### config.mk
export PLATFORM = sky130hd
export DESIGN_NAME = mem_access_unit_flat
export DESIGN_NICKNAME = d
export VERILOG_FILES = /design/src/rtl/mem_access_unit_if.sv /design/src/rtl/mem_access_unit.sv /design/src/flat_wrapper.sv
export SDC_FILE = /design/constraint.sdc
export NUM_CORES = 1
export LEC_CHECK = 0
export ABC_AREA = 1
export CAP_MARGIN = 20
export CORE_ASPECT_RATIO = 1.75
export CORE_UTILIZATION = 41
export DETAILED_ROUTE_END_ITERATION = 12
export PLACE_DENSITY = 0.84
export REMOVE_ABC_BUFFERS = 1
export SYNTH_ARGS = -nofsm -noshare
export SYNTH_HDL_FRONTEND = slang
export SYNTH_SLANG_ARGS = --single-unit
export TNS_END_PERCENT = 5
### constraint.sdc
create_clock -name clk -period 1.85 [get_ports clk]
set_clock_uncertainty 0.15 [all_clocks]
set_input_delay 0.4625 -clock clk [delete_from_list [all_inputs] [get_ports clk]]
set_output_delay 0.4625 -clock clk [all_outputs]
set_load 0.02 [all_outputs]
### src/rtl/mem_access_unit_if.sv
// Request/grant/response memory bus between the load/store unit (master) and memory (slave).
interface mem_access_unit_if;
    logic        bus_req;
    logic        bus_we;
    logic [31:0] bus_addr;
    logic [3:0]  bus_be;
    logic [31:0] bus_wdata;
    logic        bus_gnt;
    logic        bus_rvalid;
    logic [31:0] bus_rdata;

    modport master (
        output bus_req, bus_we, bus_addr, bus_be, bus_wdata,
        input  bus_gnt, bus_rvalid, bus_rdata
    );

    modport slave (
        input  bus_req, bus_we, bus_addr, bus_be, bus_wdata,
        output bus_gnt, bus_rvalid, bus_rdata
    );
endinterface

### src/rtl/mem_access_unit.sv
// Memory-stage load/store unit: drives a request/grant/response bus, stalls the pipeline
// until the access completes and returns lane-aligned, sign/zero-extended load data.
module mem_access_unit #(
    parameter int unsigned TIMEOUT = 255
) (
    input  logic              clk,
    input  logic              reset,
    input  logic              rd_en,
    input  logic              wr_en,
    input  logic [2:0]        funct3,
    input  logic [31:0]       addr,
    input  logic [31:0]       wdata,
    output logic              stall,
    output logic [31:0]       ld_data,
    output logic              fault,
    output logic              bus_err,
    mem_access_unit_if.master bus
);
    typedef enum logic [1:0] {S_IDLE, S_REQ, S_WAIT, S_DONE} state_t;

    localparam logic [7:0] LAST_CYCLE = 8'(TIMEOUT - 1);

    state_t      state;
    logic [7:0]  tmo_cnt;
    logic [2:0]  ld_fmt;
    logic [1:0]  ld_off;

    logic        req_any;
    logic        illegal;
    logic        misaligned;
    logic        accept;
    logic        expired;
    logic [3:0]  be_next;
    logic [31:0] wdata_next;
    logic [7:0]  ld_byte;
    logic [15:0] ld_half;
    logic [31:0] ld_fmt_data;

    always_comb begin
        // NOTE: every signal written here gets a default first, so no path can infer a latch.
        illegal     = 1'b1;
        be_next     = 4'b1111;
        wdata_next  = wdata;
        ld_byte     = bus.bus_rdata[7:0];
        ld_fmt_data = bus.bus_rdata;

        // Unsigned sizes only exist for loads; the store flag wins when both enables are high.
        case (funct3)
            3'b000, 3'b001, 3'b010: illegal = 1'b0;
            3'b100, 3'b101:         illegal = wr_en;
            default:                illegal = 1'b1;
        endcase
        misaligned = ((funct3[1:0] == 2'b01) && addr[0]) ||
                     ((funct3[1:0] == 2'b10) && (addr[1:0] != 2'b00));
        req_any    = rd_en | wr_en;
        accept     = (state == S_IDLE) && req_any && !illegal && !misaligned;
        stall      = reset && (accept || (state == S_REQ) || (state == S_WAIT));
        fault      = reset && (state == S_IDLE) && req_any && (illegal || misaligned);
        expired    = (tmo_cnt == LAST_CYCLE);

        case (funct3[1:0])
            2'b00: begin
                be_next    = 4'b0001 << addr[1:0];
                wdata_next = {4{wdata[7:0]}};
            end
            2'b01: begin
                be_next    = addr[1] ? 4'b1100 : 4'b0011;
                wdata_next = {2{wdata[15:0]}};
            end
            default: ;
        endcase

        case (ld_off)
            2'b00: ld_byte = bus.bus_rdata[7:0];
            2'b01: ld_byte = bus.bus_rdata[15:8];
            2'b10: ld_byte = bus.bus_rdata[23:16];
            2'b11: ld_byte = bus.bus_rdata[31:24];
        endcase
        ld_half = ld_off[1] ? bus.bus_rdata[31:16] : bus.bus_rdata[15:0];

        case (ld_fmt)
            3'b000:  ld_fmt_data = {{24{ld_byte[7]}}, ld_byte};
            3'b001:  ld_fmt_data = {{16{ld_half[15]}}, ld_half};
            3'b100:  ld_fmt_data = {24'd0, ld_byte};
            3'b101:  ld_fmt_data = {16'd0, ld_half};
            default: ld_fmt_data = bus.bus_rdata;
        endcase
    end

    // NOTE: sequential state uses non-blocking assignments so every register samples pre-edge values.
    always_ff @(posedge clk or negedge reset) begin
        if (!reset) begin
            state         <= S_IDLE;
            tmo_cnt       <= '0;
            ld_fmt        <= '0;
            ld_off        <= '0;
            ld_data       <= '0;
            bus_err       <= 1'b0;
            bus.bus_req   <= 1'b0;
            bus.bus_we    <= 1'b0;
            bus.bus_addr  <= '0;
            bus.bus_be    <= '0;
            bus.bus_wdata <= '0;
        end else begin
            bus_err <= 1'b0;
            unique case (state)
                S_IDLE: begin
                    if (accept) begin
                        state         <= S_REQ;
                        tmo_cnt       <= '0;
                        bus.bus_req   <= 1'b1;
                        bus.bus_we    <= wr_en;
                        bus.bus_addr  <= {addr[31:2], 2'b00};
                        bus.bus_be    <= be_next;
                        bus.bus_wdata <= wdata_next;
                        ld_fmt        <= funct3;
                        ld_off        <= addr[1:0];
                    end
                end
                S_REQ: begin
                    // A response arriving together with the grant is deliberately dropped.
                    if (bus.bus_gnt) begin
                        bus.bus_req <= 1'b0;
                        tmo_cnt     <= '0;
                        state       <= bus.bus_we ? S_DONE : S_WAIT;
                    end else if (expired) begin
                        bus.bus_req <= 1'b0;
                        ld_data     <= '0;
                        bus_err     <= 1'b1;
                        state       <= S_DONE;
                    end else begin
                        tmo_cnt <= tmo_cnt + 8'd1;
                    end
                end
                S_WAIT: begin
                    if (bus.bus_rvalid) begin
                        ld_data <= ld_fmt_data;
                        state   <= S_DONE;
                    end else if (expired) begin
                        ld_data <= '0;
                        bus_err <= 1'b1;
                        state   <= S_DONE;
                    end else begin
                        tmo_cnt <= tmo_cnt + 8'd1;
                    end
                end
                S_DONE: state <= S_IDLE;
            endcase
        end
    end
endmodule

### src/flat_wrapper.sv
// flat-port wrapper written by rule: the top's interface ports become plain ports
module mem_access_unit_flat 
#(
    parameter int unsigned TIMEOUT = 255
)
  (clk, reset, rd_en, wr_en, funct3, addr, wdata, stall, ld_data, fault, bus_err, bus_bus_req, bus_bus_we, bus_bus_addr, bus_bus_be, bus_bus_wdata, bus_bus_gnt, bus_bus_rvalid, bus_bus_rdata);
  mem_access_unit_if bus_i ();
  input  logic clk;
  input  logic reset;
  input  logic rd_en;
  input  logic wr_en;
  input  logic [2:0] funct3;
  input  logic [31:0] addr;
  input  logic [31:0] wdata;
  output logic stall;
  output logic [31:0] ld_data;
  output logic fault;
  output logic bus_err;
  output wire logic [$bits(bus_i.bus_req)-1:0] bus_bus_req;
  output wire logic [$bits(bus_i.bus_we)-1:0] bus_bus_we;
  output wire logic [$bits(bus_i.bus_addr)-1:0] bus_bus_addr;
  output wire logic [$bits(bus_i.bus_be)-1:0] bus_bus_be;
  output wire logic [$bits(bus_i.bus_wdata)-1:0] bus_bus_wdata;
  input wire logic [$bits(bus_i.bus_gnt)-1:0] bus_bus_gnt;
  input wire logic [$bits(bus_i.bus_rvalid)-1:0] bus_bus_rvalid;
  input wire logic [$bits(bus_i.bus_rdata)-1:0] bus_bus_rdata;
  assign bus_bus_req = bus_i.bus_req;
  assign bus_bus_we = bus_i.bus_we;
  assign bus_bus_addr = bus_i.bus_addr;
  assign bus_bus_be = bus_i.bus_be;
  assign bus_bus_wdata = bus_i.bus_wdata;
  assign bus_i.bus_gnt = bus_bus_gnt;
  assign bus_i.bus_rvalid = bus_bus_rvalid;
  assign bus_i.bus_rdata = bus_bus_rdata;
  mem_access_unit #(.TIMEOUT(TIMEOUT)) u_core (.clk(clk), .reset(reset), .rd_en(rd_en), .wr_en(wr_en), .funct3(funct3), .addr(addr), .wdata(wdata), .stall(stall), .ld_data(ld_data), .fault(fault), .bus_err(bus_err), .bus(bus_i));
endmodule
==> results of run 1 <==
[Yosys cell counts (all sizes together)]
cell,number,share of area
nand2,372,0.25
dfrtp,116,0.51
o21ai,57,0.055
nand3,44,0.039
inv,36,0.025
buf,33,0.036
nor2,26,0.021
a21oi,22,0.020
a22oi,7,0.0092
ha,7,0.015
clkbuf,4,0.0026
o211ai,3,0.0039
o21a,3,0.0039
xor2,3,0.0046
a21boi,2,0.0026
a31oi,2,0.0022
a211oi,1,0.0013
clkinv,1,0.00065
conb,1,0.00065
nand3b,1,0.0020
nand4,1,0.0011
o21bai,1,0.0013
or2,1,0.0011
[critical path, cell delays in order (launching register included)]
cell and delay, ns:
dfrtp_1 0.39, inv_2 0.08, ha_4 0.14, inv_4 0.04
nor2_4 0.09, buf_6 0.11, nand3_4 0.07, a21boi_2 0.14
buf_6 0.14
[report_power, final]
part	switching (µW)	internal, µW
Clock	1260	2270
Sequential	711	3680
Combinational	4240	2940
[state kept, by name (all words and copies together), names as in the netlist, 2 cells and up]
| signal | cells |
|---|---|
| u_core.ld_data | 32 |
| u_core.ld_fmt | 3 |
| u_core.state | 2 |
| u_core.bus.bus_be | 4 |
| u_core.ld_off | 2 |
| u_core.tmo_cnt | 8 |
| u_core.bus.bus_wdata | 32 |
| u_core.bus.bus_addr | 30 |
[worst max path at each step]
| stage | to | slack, ns | depth (start not counted) |
|---|---|---|---|
| 3_5_place_dp | fault | -0.92 | 6 |
| 3_3_place_gp | fault | -0.88 | 6 |
| 5_1_grt | stall | -0.45 | 8 |
| 2_1_floorplan | stall | -1.37 | 6 |
| 4_1_cts | stall | -0.40 | 8 |
| 6_report | stall | -0.37 | 8 |
[per-layer routing]
metal / GRT usage / share of wire / up-vias
met5: 0 / 0 / -
met4: 0.1270 / 0.036 / 0
met3: 0.05396 / 0.057 / 49
met2: 0.4841 / 0.56 / 242
met1: 0.2626 / 0.35 / 2813
li1: - / - / 2885
[timing repair]
action | 4_1_cts | 5_1_grt
resized for setup | 143 | 51
buffers inserted | 11 | 7
gates cloned | 2 | 2
endpoints found under the setup margin | 215 | 114
pin swaps | 8 | 7
[area by class of cell]
class,instances,area share
flip-flops and latches,116,0.3144
repair buffers,280,0.2941
clock inverters,14,0.02182
multi-input cells,555,0.2827
inverters,37,0.01694
clock buffers,18,0.04648
well taps,174,0.02358
[cells by family (layout without fill, tap and decap cells)]
logic type | after synthesis | count (layout) | share of synthesized area
adders and majority gates | 7 | 7 | 0.01527
DFF | 116 | 116 | 0.5061
and+or+nand+nor | 445 | 445 | 0.3096
buffers and inverters | 74 | 349 | 0.06457
AOI/OAI and AO/OA | 98 | 98 | 0.09926
xor gates and xnor gates | 3 | 3 | 0.004582
other | 1 | 2 | 0.0006538
[through the flow]
stage                     hold WS (ns)  cells
after floorplan                0.01691    708
after global placement          0.3055   1140
after detailed placement        0.3080   1140
after CTS                       0.1710   1185
after global routing            0.2089   1194
final                           0.1511   1194
==> impl_metrics.toml, run 1 <==
[worst_setup_path]
cp_max_fo = 2
r2r-end = "u_core.bus.bus_be[2]$_DFFE_PN0P_"
cp-start-kind = "flop"
r2r-start = "u_core.state[0]$_DFFE_PN0P_"
end_kind = "output port"
worstPathRequired_ns = 1.24
startpoint = "u_core.state[0]$_DFFE_PN0P_"
critPathKind = "reg -> out"
reg2reg_depth = 13
critical_path_arrival_ns = 1.61
r2r_slack_ns = -0.22

[detailed_routing]
dr.first_iter.drc_count = 279
drc_errors = 0
firstDrtPassIters = 5
ant_nets = 0
finalWirelength_um = 18620
vias = 5989
vias_per_cell = 5.016
wire_per_inst_um = 15.59

[timing]
worst_pin_slew_ns = 0.6044
hold_viol_final = 0
maxSlewHeadroom = 0.5971
fmax_mhz = 450.8
finalSetupTns_ns = -10.83
period_share = 1.199
drv_slew = 0
grt_setup_unrepaired = "true"
period_needed_ns = 2.218
worst_slack_ns = -0.3684
setup_viol = 80

[floorplanning]
io_pins = 210
die_h_um = 158.5
fp-row-count = 56
core_area_mm2 = 0.01352
start_util = 0.4241
die_x_um = 91.41
dieArea_mm2 = 0.01448

[global_routing]
grt_overflow_total = 0
antenna_found_initial = 0
grt_pass1_wl_um = 28710
grt_max_degree = 117
track_usage = 0.2554
first_global_vias = 5985

[clock_network]
cts.clk_slew.worst_paths_ns = 0.05
cts_hold_buffers = 0
cts_max_level = 4
clk_latency_ns = 0.41
clk_path_buf_depth = 2
cts-root-buf = "clkbuf_16"
cts_tree = "yes"
clock-sinks = 116
cts_inserted_buffers = 17

[layout]
final_area_mm2 = 0.009233
area_growth_pct = 60.97
layout.nets = 1119
multi_input_comb_area_mm2 = 0.002610
final_cell_mix = "nand2_1 (355), dfrtp_1 (116), dlygate4sd2_1 (105), clkdlybuf4s50_1 (99), buf_4 (54)"
fillers = 1060
num_antenna_cells = 0
final_util = 0.6827
regArea_mm2 = 0.002903
layout_commonest_cell = "nand2_1"
drive_gt1_frac = 0.1549

[place]
place.gp.congestion = 0.9032
dp_slack_ns = -0.9186
dp.final_hpwl_um = 12630
io_buffers = 207
placed_cell_area_mm2 = 0.008278

[synth]
synth_cell_type_count = 36
seq_area_frac_synth = 0.5061
synth_seq_cells = 116
netlist_area_mm2 = 0.005736
syn_avg_cell_area_um2 = 7.709
yosys_warnings = 0
synthCells = 744

[outcome]
outcome = "finished with violations"
violations = "negative setup slack"

[run]
max_cap_viol_count = 0

[power]
ir_worst_vdd_mv = 1.217
p_per_area_mw_per_mm2 = 1635
total_power_uw = 15100
leakagePower_uw = 0.004896

[hold_path]
worstHoldPathType = "in -> async"
(Power assumes the default switching activity.)
==> inputs of run 2 (changes only) <==
--- a/config.mk
+++ b/config.mk
@@ -8,9 +8,9 @@
 export ABC_AREA = 1
 export CAP_MARGIN = 20
 export CORE_ASPECT_RATIO = 1.75
-export CORE_UTILIZATION = 41
+export CORE_UTILIZATION = 45
 export DETAILED_ROUTE_END_ITERATION = 12
-export PLACE_DENSITY = 0.84
+export PLACE_DENSITY = 0.87
 export REMOVE_ABC_BUFFERS = 1
 export SYNTH_ARGS = -nofsm -noshare
 export SYNTH_HDL_FRONTEND = slang
==> constraint.sdc (replaced) <==
create_clock -name clk -period 2.1 [get_ports clk]
set_clock_uncertainty 0.15 [all_clocks]
set_input_delay 0.525 -clock clk [delete_from_list [all_inputs] [get_ports clk]]
set_output_delay 0.525 -clock clk [all_outputs]
set_load 0.02 [all_outputs]
==> impl_metrics.toml, run 2 (synthesis results as in run 1) <==
[floorplanning]
io_pins = 210
core_area_mm2 = 0.01243
die_h_um = 151.3
start_util = 0.4614
die_x_um = 87.34
dieArea_mm2 = 0.01322
fp-row-count = 54

[clock_network]
clock-sinks = 116
cts_tree = "yes"
clk_path_buf_depth = 2
cts.clk_slew.worst_paths_ns = 0.05
cts-root-buf = "clkbuf_16"
cts_max_level = 4
clk_latency_ns = 0.41
cts_inserted_buffers = 17

[worst_setup_path]
cp-start-kind = "primary input"
cp_max_fo = 2
critical_path_arrival_ns = 1.56
critPathKind = "in -> out"
end_kind = "output port"
reg2reg_depth = 10
worstPathRequired_ns = 1.42

[detailed_routing]
ant_nets = 0
dr.first_iter.drc_count = 328
vias = 5926
firstDrtPassIters = 5
drc_errors = 0
finalWirelength_um = 17720
wire_per_inst_um = 15.17
vias_per_cell = 5.074

[outcome]
outcome = "finished with violations"
violations = "negative setup slack"

[hold_path]
worstHoldPathType = "in -> async"

[timing]
grt_setup_unrepaired = "true"
period_share = 1.066
hold_viol_final = 0
setup_viol = 4
worst_slack_ns = -0.1377
worst_pin_slew_ns = 0.7396
maxSlewHeadroom = 0.5069
fmax_mhz = 446.9
drv_slew = 0
period_needed_ns = 2.238

[global_routing]
antenna_found_initial = 0
first_global_vias = 5839
grt_overflow_total = 0
grt_pass1_wl_um = 27220
track_usage = 0.2692
grt_max_degree = 60

[layout]
final_util = 0.7250
fillers = 969
layout.nets = 1099
multi_input_comb_area_mm2 = 0.002534
area_growth_pct = 57.16
layout_commonest_cell = "nand2_1"
final_cell_mix = "nand2_1 (368), clkdlybuf4s50_1 (174), dfrtp_1 (116), buf_4 (45), o21ai_0 (44)"
reg_top3 = "u_core.bus.bus_wdata x32, u_core.ld_data x32, u_core.bus.bus_addr x30"
num_antenna_cells = 0
final_area_mm2 = 0.009014
drive_gt1_frac = 0.1260
regArea_mm2 = 0.002903

[power]
leakagePower_uw = 0.004710
ir_worst_vdd_mv = 1.126
total_power_uw = 13450
p_per_area_mw_per_mm2 = 1492

[place]
dp.final_hpwl_um = 12070
place.gp.congestion = 0.8333
io_buffers = 207
dp_slack_ns = -0.8852
placed_cell_area_mm2 = 0.008145

[run]
max_cap_viol_count = 0
## run 2: where the power goes
part / switching [µW] / internal, µW
Combinational: 3610 / 2950
Clock: 1050 / 1960
Sequential: 633 / 3240
Total: 5290 / 8160
## run 2: layer usage
metal	track usage	part of all wire	up-vias
met5	0	0	-
met4	0.1213	0.038	0
met3	0.07193	0.066	60
met2	0.4910	0.55	266
met1	0.2835	0.35	2758
li1	-	-	2842
## run 2: cell type report
cell class,instances,share of cell area
Multi-Input combinational cell,555,0.2811
Sequential cell,116,0.3220
Clock inverter,11,0.01680
Clock buffer,21,0.05219
Timing Repair Buffer,260,0.2883
Inverter,37,0.01624
Tap cell,168,0.02332
## run 2: critical path, cell delays in order
cell	delay, ns
clkdlybuf4s50_1	0.41
inv_2	0.08
nand3_2	0.08
nand2_2	0.11
nand3_4	0.07
a21boi_2	0.14
buf_6	0.14
## run 2: path summary, 6_finish.rpt
path | start | end | slack (ns)
max | addr[1] | stall | -0.14
min | reset | u_core.tmo_cnt[7]$_DFFE_PN0P_ | 0.04
max reg2reg | u_core.state[1]$_DFFE_PN0P_ | u_core.bus.bus_be[2]$_DFFE_PN0P_ | 0.05
min reg2reg | u_core.ld_data[15]$_DFFE_PN0P_ | u_core.ld_data[15]$_DFFE_PN0P_ | 0.32
max in group asynchronous | reset | u_core.ld_data[23]$_DFFE_PN0P_ | 1.12
min in group clk | u_core.ld_data[15]$_DFFE_PN0P_ | u_core.ld_data[15]$_DFFE_PN0P_ | 0.32
## run 2: what timing repair did
item                       in CTS  in global routing
buffers inserted               10                  1
gates resized for setup        37                 33
setup endpoints to repair      88                 89
hold buffers                    1                  0
hold endpoints to repair        1                  0
pin swaps                       5                  4
cloned                          0                  2
## run 2: per-stage QoR
step	setup TNS, ns	hold WS (ns)	cells
after floorplan	-60.71	0.07941	708
after global placement	-49.48	0.3045	1122
after detailed placement	-51.78	0.3082	1122
after CTS	-0.2366	0.04343	1165
after global routing	-2.366	0.06175	1168
final	-0.2608	0.03530	1168
==> inputs of run 3 (changes only) <==
==> constraint.sdc (replaced) <==
create_clock -name clk -period 2.06 [get_ports clk]
set_clock_uncertainty 0.15 [all_clocks]
set_input_delay 0.515 -clock clk [delete_from_list [all_inputs] [get_ports clk]]
set_output_delay 0.515 -clock clk [all_outputs]
set_load 0.02 [all_outputs]
==> impl_metrics.toml, run 3 (synthesis results as in run 1) <==
[worst_setup_path]
critPathKind = "in -> out"
r2r_slack_ns = 0.02
cp-start-kind = "primary input"
critical_path_arrival_ns = 1.57
r2r-end = "u_core.tmo_cnt[6]$_DFFE_PN0P_"
r2r-start = "u_core.state[0]$_DFFE_PN0P_"
cp_max_fo = 2
end_kind = "output port"
reg2reg_depth = 12
worstPathRequired_ns = 1.39

[detailed_routing]
wire_per_inst_um = 14.60
vias = 5905
firstDrtPassIters = 5
ant_nets = 0
dr.first_iter.drc_count = 259
vias_per_cell = 5.095
finalWirelength_um = 16930
drc_errors = 0

[timing]
worst_pin_slew_ns = 0.7414
drv_slew = 0
grt_setup_unrepaired = "true"
period_share = 1.085
setup_viol = 14
period_needed_ns = 2.235
hold_viol_final = 0
maxSlewHeadroom = 0.5057
fmax_mhz = 447.4
worst_slack_ns = -0.1753

[floorplanning]
die_h_um = 151.3
io_pins = 210
die_x_um = 87.34
dieArea_mm2 = 0.01322
fp-row-count = 54
start_util = 0.4614
core_area_mm2 = 0.01243

[clock_network]
cts_max_level = 4
cts-root-buf = "clkbuf_16"
clk_latency_ns = 0.41
clk_path_buf_depth = 2
clock-sinks = 116
cts.clk_slew.worst_paths_ns = 0.06
cts_inserted_buffers = 17
cts_tree = "yes"
cts_hold_buffers = 0

[place]
io_buffers = 207
dp.cells = 1126
dp.final_hpwl_um = 12270
dp_slack_ns = -0.9098
place.gp.congestion = 0.8496
placed_cell_area_mm2 = 0.008175

[layout]
final_util = 0.7147
area_growth_pct = 54.91
layout_commonest_cell = "nand2_1"
drive_gt1_frac = 0.1140
reg_top3 = "u_core.bus.bus_wdata x32, u_core.ld_data x32, u_core.bus.bus_addr x30"
fillers = 965
final_cell_mix = "nand2_1 (368), clkdlybuf4s50_1 (118), dfrtp_1 (116), dlymetal6s2s_1 (52), o21ai_0 (44)"
num_antenna_cells = 0
layout.nets = 1090
stdcell_count = 1159
final_area_mm2 = 0.008885

[global_routing]
track_usage = 0.2660
grt_pass1_wl_um = 26950
grt_util_met2 = 0.4750
use_met3 = 0.05777
antenna_found_initial = 0
grt_overflow_total = 0
grt_use_met1 = 0.2810
grt.busiest_layer = "met2"
grt_max_degree = 60
first_global_vias = 5850

[hold_path]
worstHoldPathType = "in -> async"

[power]
total_power_uw = 13030
swShare = 0.4148
p_int_uw = 7626
ir_worst_vdd_mv = 0.9457
comb_power_share = 0.491
p_switching_uw = 5405
p_seq_frac = 0.300
p_per_area_mw_per_mm2 = 1467
pwr-share-clk = 0.209
leakagePower_uw = 0.005082

[outcome]
violations = "negative setup slack"
outcome = "finished with violations"

[run]
max_cap_viol_count = 0
[run 3: area by class of cell]
type / count / area [µm²] / share of cell area
well taps: 168 / 210.2 / 0.02366
clock inverters: 15 / 122.6 / 0.01380
repair buffers: 251 / 2547 / 0.2867
multi-input cells: 555 / 2527 / 0.2845
flip-flops and latches: 116 / 2903 / 0.3267
inverters: 37 / 148.9 / 0.01676
clock buffers: 17 / 425.4 / 0.04788
[run 3: layer usage]
layer / routed length [µm] / share of wire / vias to the layer above
met3: 966 / 0.057 / 55
met2: 9151 / 0.54 / 235
li1: - / - / 2822
met1: 6010 / 0.36 / 2793
met5: 0 / 0 / -
met4: 798 / 0.047 / 0
[run 3: worst max path at each step]
stage                                            from    end
after floorplan           u_core.state[0]$_DFFE_PN0P_  stall
after global placement                      funct3[1]  stall
after detailed placement                    funct3[1]  stall
after CTS                 u_core.state[1]$_DFFE_PN0P_  stall
after global routing                          addr[1]  stall
final                                         addr[1]  stall
[run 3: worst max-delay path, cell delays in order]
cell and delay (ns):
clkdlybuf4s50_1 0.40, inv_1 0.07, nand3_1 0.09, nand2_2 0.12
nand3_4 0.09, a21boi_2 0.14, buf_6 0.14
[run 3: per-stage QoR]
step	setup TNS, ns	hold WS (ns)
floorplan	-64.06	0.06941
global placement	-49.47	0.3044
detailed placement	-56.30	0.3080
CTS	-0.8858	0.1620
global route	-6.204	0.1965
finish	-0.8575	0.1426
[run 3: repair_timing]
item,in CTS,in global routing
setup buffers,1,0
endpoints found under the setup margin,110,139
endpoints found under the hold margin,0,0
pin swaps,6,3
gates resized for setup,63,58
[run 3: power by group through the flow]
stage,registers [µW],logic (µW),clock network [µW]
global route,4040,6980,2850
finish,3910,6400,2720
floorplan,5090,2080,0
detailed placement,3950,6560,0
global placement,3930,6410,0
CTS,3930,6500,2750
